## src/rtl/paddsb_pkg.sv

```systemverilog
// Shared types and constants for the sequential PADDSB unit.
// Latency: none (declarations only). Backpressure: not applicable.
// Holds the controller state encoding and the nibble saturation limits.
package paddsb_pkg;

    typedef enum logic [1:0] {
        IDLE = 2'd0,
        RUN  = 2'd1,
        DONE = 2'd2
    } state_t;

    localparam logic [3:0] SAT_POS = 4'h7;
    localparam logic [3:0] SAT_NEG = 4'h8;
    localparam int         NIBBLES = 4;

endpackage : paddsb_pkg

```

## src/rtl/paddsb_seq_if.sv

```systemverilog
// Handshake and operand/result bundle for paddsb_seq; PADDSB_SAT_FLAGS_EN adds sat_flags.
// Latency: none (wiring only). Backpressure: stall/flush travel with the launch signals.
// master drives start/flush/stall/A/B, slave (the unit) drives Sum/busy/done.
interface paddsb_seq_if;

    logic        start;
    logic        flush;
    logic        stall;
    logic [15:0] A;
    logic [15:0] B;
    logic [15:0] Sum;
    logic        busy;
    logic        done;
`ifdef PADDSB_SAT_FLAGS_EN
    logic [3:0]  sat_flags;
`endif

    modport master (
        output start, flush, stall, A, B,
        input  Sum, busy, done
`ifdef PADDSB_SAT_FLAGS_EN
        , input sat_flags
`endif
    );

    modport slave (
        input  start, flush, stall, A, B,
        output Sum, busy, done
`ifdef PADDSB_SAT_FLAGS_EN
        , output sat_flags
`endif
    );

endinterface : paddsb_seq_if

```

## src/rtl/nibble_sat_add.sv

```systemverilog
// 4-bit two's-complement add that clamps to 7 / -8 on overflow.
// Latency: combinational. Backpressure: none.
// sat flags a clamped result; mixed-sign operands can never overflow.
module nibble_sat_add
    import paddsb_pkg::*;
(
    input  logic [3:0] x,
    input  logic [3:0] y,
    output logic [3:0] r,
    output logic       sat
);

    logic [3:0] raw;
    logic       pos_ovf;
    logic       neg_ovf;

    assign raw     = x + y;
    assign pos_ovf = ~x[3] & ~y[3] &  raw[3];
    assign neg_ovf =  x[3] &  y[3] & ~raw[3];
    assign sat     = pos_ovf | neg_ovf;

    always_comb begin
        r = raw;
        if (pos_ovf) begin
            r = SAT_POS;
        end else if (neg_ovf) begin
            r = SAT_NEG;
        end
    end

endmodule : nibble_sat_add

```

## src/rtl/paddsb_seq.sv

```systemverilog
// Multi-cycle PADDSB: NIB_PER_CYCLE shared saturating nibble adders walk the 4 lanes LSB-first.
// Latency: 4/NIB_PER_CYCLE RUN cycles after an accepted start, then a one-cycle done pulse.
// Backpressure: stall freezes all state, flush aborts to IDLE; PADDSB_SAT_FLAGS_EN adds sat_flags.
module paddsb_seq #(
    parameter int NIB_PER_CYCLE = 1
) (
    input  logic        clk,
    input  logic        rst,
    paddsb_seq_if.slave bus
);
    import paddsb_pkg::*;

    if (NIB_PER_CYCLE != 1 && NIB_PER_CYCLE != 2 && NIB_PER_CYCLE != 4) begin : g_bad_cfg
        $error("paddsb_seq: NIB_PER_CYCLE must be 1, 2 or 4");
    end

    // idx value at which the current RUN cycle writes lane 3
    localparam logic [1:0] LAST_IDX = 2'(NIBBLES - NIB_PER_CYCLE);
    localparam logic [1:0] IDX_STEP = 2'(NIB_PER_CYCLE);

    state_t      state_q, state_d;
    logic [1:0]  idx_q,   idx_d;
    logic [15:0] a_q,     a_d;
    logic [15:0] b_q,     b_d;
    logic [15:0] sum_q,   sum_d;
    logic        busy_q,  busy_d;
    logic        done_q,  done_d;
`ifdef PADDSB_SAT_FLAGS_EN
    logic [3:0]  flags_q, flags_d;
`endif

    logic [NIB_PER_CYCLE-1:0][1:0] lane_idx;
    logic [NIB_PER_CYCLE-1:0][3:0] lane_x;
    logic [NIB_PER_CYCLE-1:0][3:0] lane_y;
    logic [NIB_PER_CYCLE-1:0][3:0] lane_r;
`ifdef PADDSB_SAT_FLAGS_EN
    logic [NIB_PER_CYCLE-1:0]      lane_sat;
`else
    logic [NIB_PER_CYCLE-1:0]      lane_sat_unused;
`endif

    // Operand steering: slot j of the shared datapath serves lane idx+j.
    always_comb begin
        lane_idx = '0;
        lane_x   = '0;
        lane_y   = '0;
        for (int j = 0; j < NIB_PER_CYCLE; j++) begin
            lane_idx[j] = idx_q + 2'(j);
            lane_x[j]   = a_q[{lane_idx[j], 2'b00} +: 4];
            lane_y[j]   = b_q[{lane_idx[j], 2'b00} +: 4];
        end
    end

    for (genvar g = 0; g < NIB_PER_CYCLE; g++) begin : g_lane
        nibble_sat_add u_add (
            .x   (lane_x[g]),
            .y   (lane_y[g]),
            .r   (lane_r[g]),
`ifdef PADDSB_SAT_FLAGS_EN
            .sat (lane_sat[g])
`else
            .sat (lane_sat_unused[g])
`endif
        );
    end

    always_comb begin
        state_d = state_q;
        idx_d   = idx_q;
        a_d     = a_q;
        b_d     = b_q;
        sum_d   = sum_q;
`ifdef PADDSB_SAT_FLAGS_EN
        flags_d = flags_q;
`endif

        if (bus.flush) begin
            // Abort keeps Sum (and flags) as-is; only control returns to IDLE.
            state_d = IDLE;
            idx_d   = '0;
        end else if (!bus.stall) begin
            unique case (state_q)
                IDLE, DONE: begin
                    if (bus.start) begin
                        a_d     = bus.A;
                        b_d     = bus.B;
                        idx_d   = '0;
                        state_d = RUN;
`ifdef PADDSB_SAT_FLAGS_EN
                        flags_d = '0;
`endif
                    end else begin
                        state_d = IDLE;
                    end
                end
                RUN: begin
                    for (int j = 0; j < NIB_PER_CYCLE; j++) begin
                        sum_d[{lane_idx[j], 2'b00} +: 4] = lane_r[j];
`ifdef PADDSB_SAT_FLAGS_EN
                        flags_d[lane_idx[j]] = lane_sat[j];
`endif
                    end
                    idx_d = idx_q + IDX_STEP;
                    if (idx_q == LAST_IDX) begin
                        state_d = DONE;
                    end
                end
                default: begin
                    state_d = IDLE;
                    idx_d   = '0;
                end
            endcase
        end

        // Status flags track the next state so they stay registered and hold under stall.
        busy_d = (state_d == RUN);
        done_d = (state_d == DONE);
    end

    always_ff @(posedge clk) begin
        if (rst) begin
            state_q <= IDLE;
            idx_q   <= '0;
            a_q     <= '0;
            b_q     <= '0;
            sum_q   <= '0;
            busy_q  <= 1'b0;
            done_q  <= 1'b0;
`ifdef PADDSB_SAT_FLAGS_EN
            flags_q <= '0;
`endif
        end else begin
            state_q <= state_d;
            idx_q   <= idx_d;
            a_q     <= a_d;
            b_q     <= b_d;
            sum_q   <= sum_d;
            busy_q  <= busy_d;
            done_q  <= done_d;
`ifdef PADDSB_SAT_FLAGS_EN
            flags_q <= flags_d;
`endif
        end
    end

    assign bus.Sum  = sum_q;
    assign bus.busy = busy_q;
    assign bus.done = done_q;
`ifdef PADDSB_SAT_FLAGS_EN
    assign bus.sat_flags = flags_q;
`endif

endmodule : paddsb_seq

```

## src/flat_wrapper.sv

```systemverilog
// flat-port wrapper written by rule: the top's interface ports become plain ports
module paddsb_seq_flat import paddsb_pkg::*;
#(
    parameter int NIB_PER_CYCLE = 1
)
  (clk, rst, bus_start, bus_flush, bus_stall, bus_A, bus_B, bus_Sum, bus_busy, bus_done);
  paddsb_seq_if bus_i ();
  input  logic clk;
  input  logic rst;
  input wire logic [$bits(bus_i.start)-1:0] bus_start;
  input wire logic [$bits(bus_i.flush)-1:0] bus_flush;
  input wire logic [$bits(bus_i.stall)-1:0] bus_stall;
  input wire logic [$bits(bus_i.A)-1:0] bus_A;
  input wire logic [$bits(bus_i.B)-1:0] bus_B;
  output wire logic [$bits(bus_i.Sum)-1:0] bus_Sum;
  output wire logic [$bits(bus_i.busy)-1:0] bus_busy;
  output wire logic [$bits(bus_i.done)-1:0] bus_done;
  assign bus_i.start = bus_start;
  assign bus_i.flush = bus_flush;
  assign bus_i.stall = bus_stall;
  assign bus_i.A = bus_A;
  assign bus_i.B = bus_B;
  assign bus_Sum = bus_i.Sum;
  assign bus_busy = bus_i.busy;
  assign bus_done = bus_i.done;
  paddsb_seq #(.NIB_PER_CYCLE(NIB_PER_CYCLE)) u_core (.clk(clk), .rst(rst), .bus(bus_i));
endmodule
```

## config.mk

```make
export PLATFORM = sky130hd
export DESIGN_NAME = paddsb_seq_flat
export DESIGN_NICKNAME = d
export VERILOG_FILES = /design/src/rtl/paddsb_pkg.sv /design/src/rtl/paddsb_seq_if.sv /design/src/rtl/nibble_sat_add.sv /design/src/rtl/paddsb_seq.sv /design/src/flat_wrapper.sv
export SDC_FILE = /design/constraint.sdc
export NUM_CORES = 1
export LEC_CHECK = 0
export CORE_MARGIN = 2
export CORE_UTILIZATION = 51
export DETAILED_ROUTE_END_ITERATION = 16
export PLACE_DENSITY = 0.89
export RECOVER_POWER = 100
export SLEW_MARGIN = 25
export SYNTH_ARGS = -nofsm -noshare
export SYNTH_HDL_FRONTEND = slang
export SYNTH_HIERARCHICAL = 1
export SYNTH_SLANG_ARGS = --single-unit
```

## constraint.sdc

```tcl
create_clock -name clk -period 3.6 [get_ports clk]
set_input_delay 0.9 -clock clk [delete_from_list [all_inputs] [get_ports clk]]
set_output_delay 0.9 -clock clk [all_outputs]
set_load 0.005 [all_outputs]
```

Word-level counts from Yosys, hierarchy flattened --
Index checks and enable logic that the tools add are counted.
Word-level totals: logic and storage cells 45, bits in registers 54, input port bits 37
Operators by class: mux-type cells 10, shifts and indexed selects 4, add/subtract/negate cells 3, equal/unequal tests 6, bitwise operators 9, reductions and logical operators 6
Operators by type and width (count):
- $shiftx 16x5->4 | 2
- $bwmux 16 | 1
- $shift 4x6->16 const A | 1
- $shiftx 4x6->16 | 1
- $mux 2 | 4
- $mux 4 | 2
- $pmux 2 s2 | 2
- $eq 2x2->1 const B | 3
- $neg 4->6 | 1
- $not 1->1 | 5
- $add 4x4->4 | 1
- $and 1x1->1 | 4
- $eq 2x1->1 const B | 2
- $reduce_and 4->1 | 1
- $reduce_or 2->1 | 2
- $reduce_and 3->1 | 1
- $add 2x1->2 const B | 1
- $logic_not 2->1 | 1
- $ne 2x2->1 const B | 1
- $reduce_and 2->1 | 1
- $mux 1 | 1

Longest topological paths before layout --
depth in word-level cells 8, depth in mapped cells 11, gate-level depth less buffers 9

Modules after synthesis --
The synthesis kept the hierarchy.
Modules (own cells, without submodules):
- paddsb_seq | cells an instance 263, instances 1, seq. area each 1081.0 µm², area an instance 2374.8 µm²
- nibble_sat_add | cells an instance 26, instances 1, seq. area each 0.0 µm², area an instance 241.5 µm²

Least setup slack after synthesis --
Ideal clock, no wire load.
path type register to register, start point reg u_core.idx_q[0], end point reg u_core.sum_q[5], in the netlist u_core/bus.Sum[5], setup slack 0.712 ns, arrival 2.765 ns, library setup time 0.124 ns, stages on the path, launching flop included 12, required time 3.476 ns, cell sequence dfxtp_1 > buf_2 > buf_2 > mux4_2 > ha_1 > a21o_1 > a21oi_4 > mux2_4 > a22o_1 > nor2b_1 > nand2_1 > mux2i_1
RTL lines:
- start, declared | RTL line paddsb_seq.sv:22 | logic [1:0] idx_q, idx_d;
- start signal, assigned | RTL line paddsb_seq.sv:134 | idx_q <= idx_d;
- end signal, assigned | RTL line paddsb_seq.sv:137 | sum_q <= sum_d;
- end, declared | RTL line paddsb_seq.sv:25 | logic [15:0] sum_q, sum_d;

==> implementation parameters <==
Parameter                              Value

Outcome
  Violated checks ... max-capacitance violations, max-slew violations
  Result of the run ... complete, but fails checks

Floorplan
  Horizontal die dimension ... 75.49 um
  Die outline height ... 75.49 um
  Number of I/O pins ... 55
  Core Area ... 5010 um^2
  Die outline area ... 5698 um^2
  Number of cell rows ... 26
  Starting utilization of the core area ... 0.5202

Min path
  Worst hold start ... u_core/a_q[2]
  Worst min-delay path class ... register to register

Global route
  Vias in the first global route ... 2,136
  Largest net degree at the start of global routing ... 38
  Wire length of the first global-routing pass ... 9370 um
  Initial antenna violation count ... 0
  Total routing usage reported by global routing ... 0.2163
  Overflow after GRT ... 0

Logic synthesis
  Synthesized netlist cell count ... 288
  Per-instance average area after synthesis ... 9.049 um^2
  Area of the mapped netlist ... 2606 um^2
  Warnings, synthesis ... 6
  Post-Synthesis Net Count ... 337

Layout
  Non-Filler Cell Area, Final ... 3296 um^2
  FF/Latch Area ... 1081 um^2
  Number of diodes added for antenna fixing ... 0
  Post-Route Utilization ... 0.6578
  Area grow syn2layout ... 26.45%
  Multi-input combinational cell area ... 1421 um^2
  Final #Nets ... 386
  Share of cells above drive strength 1 ... 0.07396
  Filler Cells Inserted ... 446

Clock tree
  Number of hold-repair buffers added at the cts stage ... 0
  Clock tree root buffer cell ... sky130_fd_sc_hd__clkbuf_8
  TritonCTS clock tree ... done
  Clock-pin slew on the worst setup and hold paths ... 100 ps
  Number of gates resized after CTS ... 0
  Total CTS buffers ... 5
  Clock tree buffer depth ... 2
  Setup Buffers After CTS ... 0
  Clk Latency, worst-skew pair ... 310 ps
  CTS sink cnt ... 54
  H-tree Lvls ... 2

STA
  Max Slew Vio Count ... 38
  Final sum of negative setup slack ... 0 ps
  Fin Clk Skew ... 9.769 ps
  Maximum clock rate ... 0.3054 GHz
  Final hold vios ... 0
  Worst slew pin tran ... 1567 ps
  Time the final worst path needs with I/O delays and setup ... 3275 ps
  Relative max-transition margin ... -0.04453
  Final critical-path share of the clock period ... 0.9096
  Worst hold-check slack ... 460.1 ps
  Final setup violating endpoints ... 0
  Unrepaired setup endpoints after global routing ... no

Worst setup path
  Kind of end point of the critical path ... register
  Kind of start point of the critical path ... input pin
  Launch point of the worst reg-to-reg path ... u_core/idx_q[0]
  CP startpoint ... rst
  Critical path peak fanout ... 37
  Worst endpoint data arrival time ... 3490 ps
  Required time at the endpoint of the critical path ... 3810 ps
  Classification of the worst setup path ... input pin to register

Route
  Final routed wirelength across all metal layers ... 5534 um
  Via/cell ratio ... 5.284
  Total number of vias ... 2,156
  Number of remaining DRC errors ... 0
  Remaining number of nets flagged by the antenna check after routing ... 0
  First-pass iteration count of the detailed router ... 4
  Iteration-0 DRC Markers ... 168
  Routed length per instance ... 13.56 um

Placed design
  Final weighted congestion of routability-driven global placement ... 0.8027
  I/O Buffers ... 54
  Placed Area ... 3204 um^2
  Half-perimeter wire length after placement ... 3974 um

Power
  Leak pwr ... 1.310 nW
  Worst IR drop on VDD ... 232.6 uV
  Total power density per cell area ... 347.5 nW/um^2
  PnR Total Power ... 1.145 mW

Job
  # Max-Cap Violations ... 1
==> state kept, by name, indices dropped and copies added, names as in the netlist <==
register	flops
u_core/state_q	2
u_core/b_q	16
u_core/a_q	16
u_core/bus.Sum	16
u_core/bus.busy	1
u_core/bus.done	1
u_core/idx_q	2
==> power by group <==
group          switching (mW)  total (mW)  internal (mW)  leakage [nW]
Clock                   0.202       0.411          0.209        0.0585
Sequential            0.00822       0.618          0.610         0.437
Combinational          0.0501       0.116         0.0662         0.814
==> critical path, stage by stage <==
cell,delay (ps)
sky130_fd_sc_hd__dlygate4sd3_1,910
sky130_fd_sc_hd__clkbuf_1,1190
sky130_fd_sc_hd__o22ai_1,300
sky130_fd_sc_hd__o21a_1,180
==> cell type report <==
cell class / instances / area share
Clock inverter: 3 / 0.01329
Inverter: 5 / 0.005695
Sequential cell: 54 / 0.3280
Clock buffer: 5 / 0.02088
Tap cell: 70 / 0.02658
Timing Repair Buffer: 59 / 0.1743
Multi-Input combinational cell: 212 / 0.4313
==> path summary, 6_finish.rpt <==
kind,to,slack [ps],depth (start not counted)
max,u_core/bus.busy,330,4
min,u_core/a_q[2],460,2
max reg2reg,u_core/bus.Sum[8],440,9
min reg2reg,u_core/a_q[2],460,2
==> cell usage in the layout, fill, tap and decap left out, types with 4 or more instances in the layout <==
cell type and instances:
sky130_fd_sc_hd__nor2b_1 4, sky130_fd_sc_hd__mux2i_1 17, sky130_fd_sc_hd__a21oi_1 36, sky130_fd_sc_hd__buf_4 4, sky130_fd_sc_hd__mux4_2 8, sky130_fd_sc_hd__dfxtp_1 54, sky130_fd_sc_hd__inv_1 5, sky130_fd_sc_hd__clkdlybuf4s50_1 35
sky130_fd_sc_hd__nor3_1 4, sky130_fd_sc_hd__clkbuf_8 5, sky130_fd_sc_hd__dlygate4sd3_1 19, sky130_fd_sc_hd__nand2b_1 18, sky130_fd_sc_hd__ha_1 11, sky130_fd_sc_hd__nand2_1 86
==> metrics by stage <==
stage	instances	setup WS, ps
4_1_cts	408	479.9
6_report	408	325.4
5_1_grt	408	186.6
2_1_floorplan	288	715.8
3_5_place_dp	400	590.2
3_3_place_gp	400	654.6
==> layer usage <==
metal / routed length [um] / track usage / up-vias
met3: 282 / 0.05820 / 9
met5: 0 / 0 / -
met4: 61 / 0.06823 / 0
li1: - / - / 1076
met2: 2866 / 0.3855 / 63
met1: 2323 / 0.2527 / 1008
No activity file was read; power rests on OpenSTA's default activity.
